`src/rtl/chan_burst_err_inj_if.sv`:
```
// Symbol stream and channel-damage report bundle between the encoder side and
// the burst-error channel model.
interface chan_burst_err_inj_if;
  logic        enable_i;
  logic [1:0]  d_in;
  logic        valid_o;
  logic [1:0]  d_out;
  logic [1:0]  err_inj_o;
  logic [15:0] burst_ct_o;
  logic [15:0] bad_bit_ct_o;
  logic [15:0] word_ct_o;

  modport master (
    output enable_i, d_in,
    input  valid_o, d_out, err_inj_o, burst_ct_o, bad_bit_ct_o, word_ct_o
  );

  modport slave (
    input  enable_i, d_in,
    output valid_o, d_out, err_inj_o, burst_ct_o, bad_bit_ct_o, word_ct_o
  );
endinterface

```
`src/rtl/chan_burst_err_inj.sv`:
```
// Burst bit-error channel between convolutional encoder and Viterbi decoder.
// Define CHAN_ERR_RANDOM_EN to start bursts from the LFSR instead of word_ct.
module chan_burst_err_inj #(
  parameter int          N          = 4,
  parameter int          BURST_LEN  = 2,
  parameter int          WORD_LIMIT = 256,
  parameter logic [15:0] LFSR_SEED  = 16'hACE1
) (
  input logic                 clk,
  input logic                 rst,
  chan_burst_err_inj_if.slave bus
);

  // state | meaning
  // IDLE  | passing clean words, watching for a burst trigger
  // BURST | corrupting the remaining words of a started burst
  typedef enum logic {IDLE, BURST} state_t;

  localparam logic [3:0]  REM_INIT = 4'(BURST_LEN - 1);
  localparam logic [16:0] LIMIT    = 17'(WORD_LIMIT);

  state_t      state_q;
  logic [3:0]  rem_q;
  logic [15:0] lfsr_q;
  logic [15:0] word_ct_q;
  logic [15:0] burst_ct_q;
  logic [15:0] bad_bit_ct_q;
  logic        valid_q;
  logic [1:0]  d_out_q;
  logic [1:0]  err_q;

  logic [1:0]  pattern;
  logic        lfsr_fb;
  logic        trig;
  logic [16:0] bad_sum;
  logic [15:0] bad_bit_ct_d;
  logic [15:0] burst_ct_d;

  assign pattern = (lfsr_q[1:0] == 2'b00) ? 2'b11 : lfsr_q[1:0];
  assign lfsr_fb = lfsr_q[15] ^ lfsr_q[13] ^ lfsr_q[12] ^ lfsr_q[10];

`ifdef CHAN_ERR_RANDOM_EN
  assign trig = (lfsr_q[15 -: N] == '0) && ({1'b0, word_ct_q} < LIMIT);
`else
  assign trig = (word_ct_q[N-1:0] == '1) && ({1'b0, word_ct_q} < LIMIT);
`endif

  // Both counters saturate rather than wrap.
  assign bad_sum      = {1'b0, bad_bit_ct_q} + {15'd0, pattern[1]} + {15'd0, pattern[0]};
  assign bad_bit_ct_d = bad_sum[16] ? 16'hFFFF : bad_sum[15:0];
  assign burst_ct_d   = (burst_ct_q == 16'hFFFF) ? burst_ct_q : burst_ct_q + 16'd1;

  always_ff @(posedge clk or posedge rst) begin
    if (rst) begin
      state_q      <= IDLE;
      rem_q        <= '0;
      lfsr_q       <= LFSR_SEED;
      word_ct_q    <= '0;
      burst_ct_q   <= '0;
      bad_bit_ct_q <= '0;
      valid_q      <= 1'b0;
      d_out_q      <= 2'b00;
      err_q        <= 2'b00;
    end else begin
      valid_q <= bus.enable_i;
      if (bus.enable_i) begin
        word_ct_q <= word_ct_q + 16'd1;
        lfsr_q    <= {lfsr_q[14:0], lfsr_fb};
        case (state_q)
          IDLE: begin
            if (trig) begin
              d_out_q      <= bus.d_in ^ pattern;
              err_q        <= pattern;
              bad_bit_ct_q <= bad_bit_ct_d;
              burst_ct_q   <= burst_ct_d;
              rem_q        <= REM_INIT;
              state_q      <= (REM_INIT != 4'd0) ? BURST : IDLE;
            end else begin
              d_out_q <= bus.d_in;
              err_q   <= 2'b00;
            end
          end
          BURST: begin
            d_out_q      <= bus.d_in ^ pattern;
            err_q        <= pattern;
            bad_bit_ct_q <= bad_bit_ct_d;
            rem_q        <= rem_q - 4'd1;
            if (rem_q == 4'd1) state_q <= IDLE;
          end
          default: state_q <= IDLE;
        endcase
      end
    end
  end

  assign bus.valid_o      = valid_q;
  assign bus.d_out        = d_out_q;
  assign bus.err_inj_o    = err_q;
  assign bus.burst_ct_o   = burst_ct_q;
  assign bus.bad_bit_ct_o = bad_bit_ct_q;
  assign bus.word_ct_o    = word_ct_q;

endmodule

```
`src/flat_wrapper.sv`:
```
// flat-port wrapper written by rule: the top's interface ports become plain ports
module chan_burst_err_inj_flat 
#(
  parameter int          N          = 4,
  parameter int          BURST_LEN  = 2,
  parameter int          WORD_LIMIT = 256,
  parameter logic [15:0] LFSR_SEED  = 16'hACE1
)
  (clk, rst, bus_enable_i, bus_d_in, bus_valid_o, bus_d_out, bus_err_inj_o, bus_burst_ct_o, bus_bad_bit_ct_o, bus_word_ct_o);
  chan_burst_err_inj_if bus_i ();
  input logic clk;
  input logic rst;
  input wire logic [$bits(bus_i.enable_i)-1:0] bus_enable_i;
  input wire logic [$bits(bus_i.d_in)-1:0] bus_d_in;
  output wire logic [$bits(bus_i.valid_o)-1:0] bus_valid_o;
  output wire logic [$bits(bus_i.d_out)-1:0] bus_d_out;
  output wire logic [$bits(bus_i.err_inj_o)-1:0] bus_err_inj_o;
  output wire logic [$bits(bus_i.burst_ct_o)-1:0] bus_burst_ct_o;
  output wire logic [$bits(bus_i.bad_bit_ct_o)-1:0] bus_bad_bit_ct_o;
  output wire logic [$bits(bus_i.word_ct_o)-1:0] bus_word_ct_o;
  assign bus_i.enable_i = bus_enable_i;
  assign bus_i.d_in = bus_d_in;
  assign bus_valid_o = bus_i.valid_o;
  assign bus_d_out = bus_i.d_out;
  assign bus_err_inj_o = bus_i.err_inj_o;
  assign bus_burst_ct_o = bus_i.burst_ct_o;
  assign bus_bad_bit_ct_o = bus_i.bad_bit_ct_o;
  assign bus_word_ct_o = bus_i.word_ct_o;
  chan_burst_err_inj #(.N(N), .BURST_LEN(BURST_LEN), .WORD_LIMIT(WORD_LIMIT), .LFSR_SEED(LFSR_SEED)) u_core (.clk(clk), .rst(rst), .bus(bus_i));
endmodule
```
`config.mk`:
```
export PLATFORM = sky130hd
export DESIGN_NAME = chan_burst_err_inj_flat
export DESIGN_NICKNAME = d
export VERILOG_FILES = /design/src/rtl/chan_burst_err_inj_if.sv /design/src/rtl/chan_burst_err_inj.sv /design/src/flat_wrapper.sv
export SDC_FILE = /design/constraint.sdc
export NUM_CORES = 1
export LEC_CHECK = 0
export CAP_MARGIN = 20
export CORE_MARGIN = 2
export CORE_UTILIZATION = 53
export DETAILED_ROUTE_END_ITERATION = 8
export PLACE_DENSITY = 0.8
export REMOVE_ABC_BUFFERS = 1
export SYNTH_ARGS = -nofsm -noshare
export SYNTH_HDL_FRONTEND = slang
export SYNTH_SLANG_ARGS = --single-unit
```
`constraint.sdc`:
```
create_clock -name clk -period 3.35 [get_ports clk]
set_clock_uncertainty 0.15 [all_clocks]
set_input_delay 0.67 -clock clk [delete_from_list [all_inputs] [get_ports clk]]
set_output_delay 0.67 -clock clk [all_outputs]
set_load 0.02 [all_outputs]
```
Yosys cells after proc, flatten, opt, wreduce, memory -nomap -nowiden:

Cells that the tools add are included.

* bits in registers: 74
* output and inout port bits: 53

* reductions and logical operators: 4
* add/sub/neg operators: 5
* muxes and demuxes: 13
* equal/unequal tests: 4
* bitwise gates (word level): 6
* order comparisons: 1

Operators with widths (count)
* $add 16x1->16 const B: 2
* $mux 16: 2
* $pmux 16 s2: 1
* $add 16x1->17: 1
* $add 17x1->17: 1
* $eq 16x16->1 const B: 1
* $lt 16x9->1 const B: 1
* $pmux 2 s2: 2
* $pmux 4 s2: 1
* $mux 2: 3
* $eq 4x1->1 const B: 1
* $eq 4x4->1 const B: 1
* $mux 4: 1
* $reduce_and 4->1: 1
* $sub 4x1->4 const B: 1
* $xor 1x1->1: 3
* $logic_not 2->1: 1
* $mux 1: 2
* $ne 2x1->1 const B: 1
* $not 1->1: 2
* $pmux 1 s2: 1
* $reduce_and 2->1: 1
* $xor 2x2->2: 1
* $logic_and 1x1->1: 1

Depth between registers and ports, before layout:

* depth in word-level cells: 7
* gate-level depth with buffers: 7
* mapped depth without buffers: 7

Worst setup path before layout:

Ideal clock, no wire load.

* kind: register to register
* start: register u_core.word_ct_q[9] (netlist: u_core.bus.word_ct_o[9])
* end: register u_core.burst_ct_q[1] (netlist: u_core.bus.burst_ct_o[1])
* setup time: 128 ps
* data arrival time: 2278 ps
* buffers on the path: 2
* setup slack: 794 ps
* data required time: 3072 ps
* stages on the path, launching flop included: 7
* cell sequence: dfrtp_1 -> or4_1 -> buf_2 -> or4_1 -> buf_2 -> nor2_1 -> mux2_1

* longest elaborated chain between the ends: 3

Ends and longest elaborated chain
* start: declaration: line chan_burst_err_inj.sv:25 `logic [15:0] word_ct_q;`
* start signal: assignment: line chan_burst_err_inj.sv:67 `word_ct_q <= word_ct_q + 16'd1;`
* $lt 16x9->1: line chan_burst_err_inj.sv:45 `assign trig = (word_ct_q[N-1:0] == '1) && ({1'b0, word_ct_q} < LIMIT);`
* $logic_and 1x1->1: line chan_burst_err_inj.sv:45
* $reduce_and 4->1 (no line)
* end signal: assignment: line chan_burst_err_inj.sv:75 `burst_ct_q <= burst_ct_d;`
* end: declaration: line chan_burst_err_inj.sv:26 `logic [15:0] burst_ct_q;`

No other way between the ends.
A chain may end at the register's enable or synchronous reset.

Worst setup path in the final report:

* start: input port bus_enable_i
* end: register u_core.burst_ct_q[1] (netlist: u_core.bus.burst_ct_o[1])

* longest elaborated chain between the ends: 1

Ends and longest elaborated chain
* start: declaration: line flat_wrapper.sv:13 `input wire logic [$bits(bus_i.enable_i)-1:0] bus_enable_i;`
* $reduce_and 4->1 (no line)

No other way between the ends.

==> flow_summary.json <==
{
  "status": "finished clean",
  "powerDensity_mw_per_mm2": 687.6,
  "buffer_ports.inserted": 57,
  "area_growth_pct": 25.72,
  "dr_wl_met2_mm": 3.624,
  "syn-instance-count": 313,
  "clockBufferDepth": 2,
  "r2r_cells": 4,
  "antenna_found_initial": 0,
  "finalHoldViolCount": 0,
  "die_w_um": 84.96,
  "worstPathArrival_ps": 2800,
  "rsz0062_at_grt": "no",
  "vdd_drop_max_mv": 0.7643,
  "hold_path_end": "u_core.bus.word_ct_o[15]",
  "ys_ff_latch": 74,
  "place_inst": 441,
  "r2r_slack_ps": 640,
  "cts_made_buffers": 9,
  "critPathTopFamily": "simple AND/OR/NAND/NOR gates",
  "power.total_mw": 3.002,
  "drive_gt1_share_pct": 15.00,
  "synth-simple-area-share_pct": 19.02,
  "grt_max_degree": 75,
  "whs_path_depth": 1,
  "drc_errors": 0,
  "synth_warnings": 0,
  "drv_slew": 0,
  "drt_pre_antenna_iters": 4,
  "drt_wl_total_mm": 7.392,
  "yosys.area_share.adder_pct": 2.378,
  "path_class": "input port to flop",
  "wl_met1_mm": 3.347,
  "wl_met3_um": 295,
  "hold_slack_ps": 343.7,
  "fin_crit_sh_pct": 80.87,
  "clkTransAtPathRegs_ps": 80,
  "fmax_mhz": 369.1,
  "post_cts_resize_count": 0,
  "start_kind": "input port",
  "r2r-end": "u_core.bus.burst_ct_o[1]",
  "worstSetupEndpointType": "flop",
  "slowest_stage": "or4_1",
  "cap_violations": 0,
  "ant_nets": 0,
  "postCtsHoldBufs": 0,
  "vias": 2693,
  "power.leakage_nw": 1.884,
  "tns_ps": 0,
  "synth_xor_area_share_pct": 7.817,
  "cts_setup_buffers": 0,
  "top_layer_used": "met4",
  "grt-ovfl-total": 0,
  "ys_seq_area_share_pct": 53.60,
  "fin_cells": 457,
  "synth.distinct_cells": 39,
  "die_area_mm2": 0.007217,
  "period_needed_ps": 2709,
  "grt_first_pass_wirelength_mm": 12.43,
  "via_per_inst": 5.893,
  "synth_compound_area_share_pct": 6.016,
  "holdCritPathClass": "flop to flop",
  "drtIter0Drc": 130,
  "worstPathMaxFanout": 8,
  "cts-root-buf": "clkbuf_8",
  "wl_per_cell_um": 16.18,
  "insertion_delay_ps": 350,
  "num_antenna_cells": 0,
  "reg2reg_from": "u_core.bus.word_ct_o[9]",
  "relSlewSlack_pct": 62.80,
  "cts_tree": "done",
  "start_util_pct": 54.70,
  "nets": 386,
  "place.gp.congestion": 0.8407,
  "grt_pass1_vias": 2597,
  "path_buf_inv": 1,
  "track_usage_pct": 21.53,
  "worst_pin_slew_ps": 552.9,
  "setup_viol": 0,
  "crit_chain": "clkdlybuf4s50_1, nand4_1, or4_1, nor2_1, mux2_1",
  "cp.required_ps": 3440,
  "syn-cell-area_mm2": 0.003473,
  "core_mm2": 0.006350,
  "h-tree-depth": 3,
  "synth_top_family_by_area": "simple AND/OR/NAND/NOR gates",
  "die_height_um": 84.96,
  "io_pins": 58,
  "holdCritStartpoint": "u_core.bus.word_ct_o[15]",
  "syn_avg_cell_area_um2": 11.10,
  "synth_mux_area_share_pct": 8.573,
  "clock_sinks": 74,
  "dpl.hpwl_mm": 4.955,
  "rows": 29,
  "cpPeakStageDelay_ps": 730
}
==> flip-flops by register name, summed over array words and instances (netlist names) <==
register	flops
u_core.bus.bad_bit_ct_o	16
u_core.bus.burst_ct_o	16
u_core.bus.d_out	2
u_core.bus.err_inj_o	2
u_core.bus.valid_o	1
u_core.bus.word_ct_o	16
u_core.lfsr_q	16
u_core.rem_q	4
u_core.state_q	1
==> worst max path at each step <==
stage | slack [ps] | end | start | depth (start not counted)
floorplan | 450 | u_core.bus.bad_bit_ct_o[0] | u_core.bus.word_ct_o[9] | 4
global placement | 330 | u_core.bus.burst_ct_o[1] | bus_enable_i | 5
detailed placement | 270 | u_core.bus.burst_ct_o[1] | bus_enable_i | 5
CTS | 640 | u_core.bus.burst_ct_o[1] | bus_enable_i | 5
global route | 590 | u_core.bus.burst_ct_o[1] | u_core.bus.word_ct_o[9] | 4
finish | 640 | u_core.bus.burst_ct_o[1] | bus_enable_i | 5
==> through the flow <==
step                area, um2  util (%)  worst slack [ps]
global placement         4149     65.34             331.4
finish                   4367     68.77             640.7
detailed placement       4149     65.34             268.4
floorplan                3425         -             451.1
global route             4367     68.77             590.3
CTS                      4367     68.77             642.5
==> cell families after synthesis <==
kind of cell,Yosys count
buffers and inverters,23
muxes,27
and+or+nand+nor,120
AOI/OAI and AO/OA,32
adders and majority gates,6
DFF,74
xor gates and xnor gates,31
==> per-layer routing <==
layer	GRT usage [%]	vias to the layer above
met5	0	-
met4	7.648	0
met3	5.253	10
met2	32.95	64
met1	30.16	1356
li1	-	1263
==> synthesized netlist by cell type <==
library cell	count	share of area, %
o311a_2	1	0.32
nor4_2	1	0.36
or4_1	7	1.5
o211a_1	1	0.29
mux2_1	1	0.32
a21oi_1	7	1.0
ha_1	5	1.8
a31oi_1	4	0.72
fa_1	1	0.58
nand3_1	23	3.3
xor2_1	11	2.8
a41oi_1	2	0.50
nor3_1	10	1.4
buf_2	3	0.43
buf_1	3	0.32
o221ai_1	1	0.25
o31a_2	1	0.29
mux2_2	21	6.8
or3_1	5	0.90
nor2_1	9	0.97
and4_1	3	0.76
o21ai_0	9	1.3
mux2i_1	5	1.4
nor4_1	7	1.3
and4_2	1	0.29
nand4_1	16	2.9
nand2b_1	3	0.54
and3_1	7	1.3
o31ai_1	4	0.86
nand2_1	24	2.6
a21bo_2	1	0.29
o22ai_1	1	0.18
dfstp_2	8	6.1
xnor2_1	20	5.0
inv_1	11	1.2
or2_2	1	0.18
clkbuf_1	6	0.65
dfrtp_1	66	48
nand4b_1	3	0.76
==> layout by cell type, fill, tap and decap left out, types with 2 or more instances in the layout <==
| cell | synthesis | routed |
|---|---|---|
| nand2b_1 | 3 | 3 |
| and3_1 | 7 | 7 |
| xnor2_1 | 20 | 20 |
| dfstp_2 | 8 | 8 |
| nor3_1 | 10 | 10 |
| o31ai_1 | 4 | 4 |
| a41oi_1 | 2 | 2 |
| nor2_1 | 9 | 9 |
| o21ai_0 | 9 | 9 |
| or4_1 | 7 | 7 |
| nor4_1 | 7 | 7 |
| nand3_1 | 23 | 23 |
| ha_1 | 5 | 5 |
| mux2i_1 | 5 | 5 |
| a31oi_1 | 4 | 4 |
| inv_1 | 11 | 10 |
| buf_4 | 0 | 5 |
| nand4_1 | 16 | 16 |
| a21oi_1 | 7 | 7 |
| clkbuf_8 | 0 | 9 |
| and4_1 | 3 | 3 |
| dfrtp_1 | 66 | 66 |
| nand2_1 | 24 | 24 |
| mux2_2 | 21 | 21 |
| nand4b_1 | 3 | 3 |
| bufinv_16 | 0 | 2 |
| clkdlybuf4s50_1 | 0 | 57 |
| xor2_1 | 11 | 11 |
| or3_1 | 5 | 5 |
==> area by class of cell <==
cell class                      instances  area [um2]
Inverter                               11       41.29
Timing Repair Buffer                   63       628.1
Multi-Input combinational cell        216        1521
Clock inverter                          6       90.09
Sequential cell                        74        1862
Tap cell                               77       96.34
Fill cell                             450        1983
Clock buffer                           10       127.6
==> where the power goes <==
part | total (mW) | leakage (nW) | switching [mW] | internal [mW]
registers | 1.36 | 0.935 | 0.211 | 1.15
clock network | 0.769 | 0.107 | 0.346 | 0.422
logic | 0.871 | 0.842 | 0.436 | 0.435
Power figures use the tool's default switching activity.
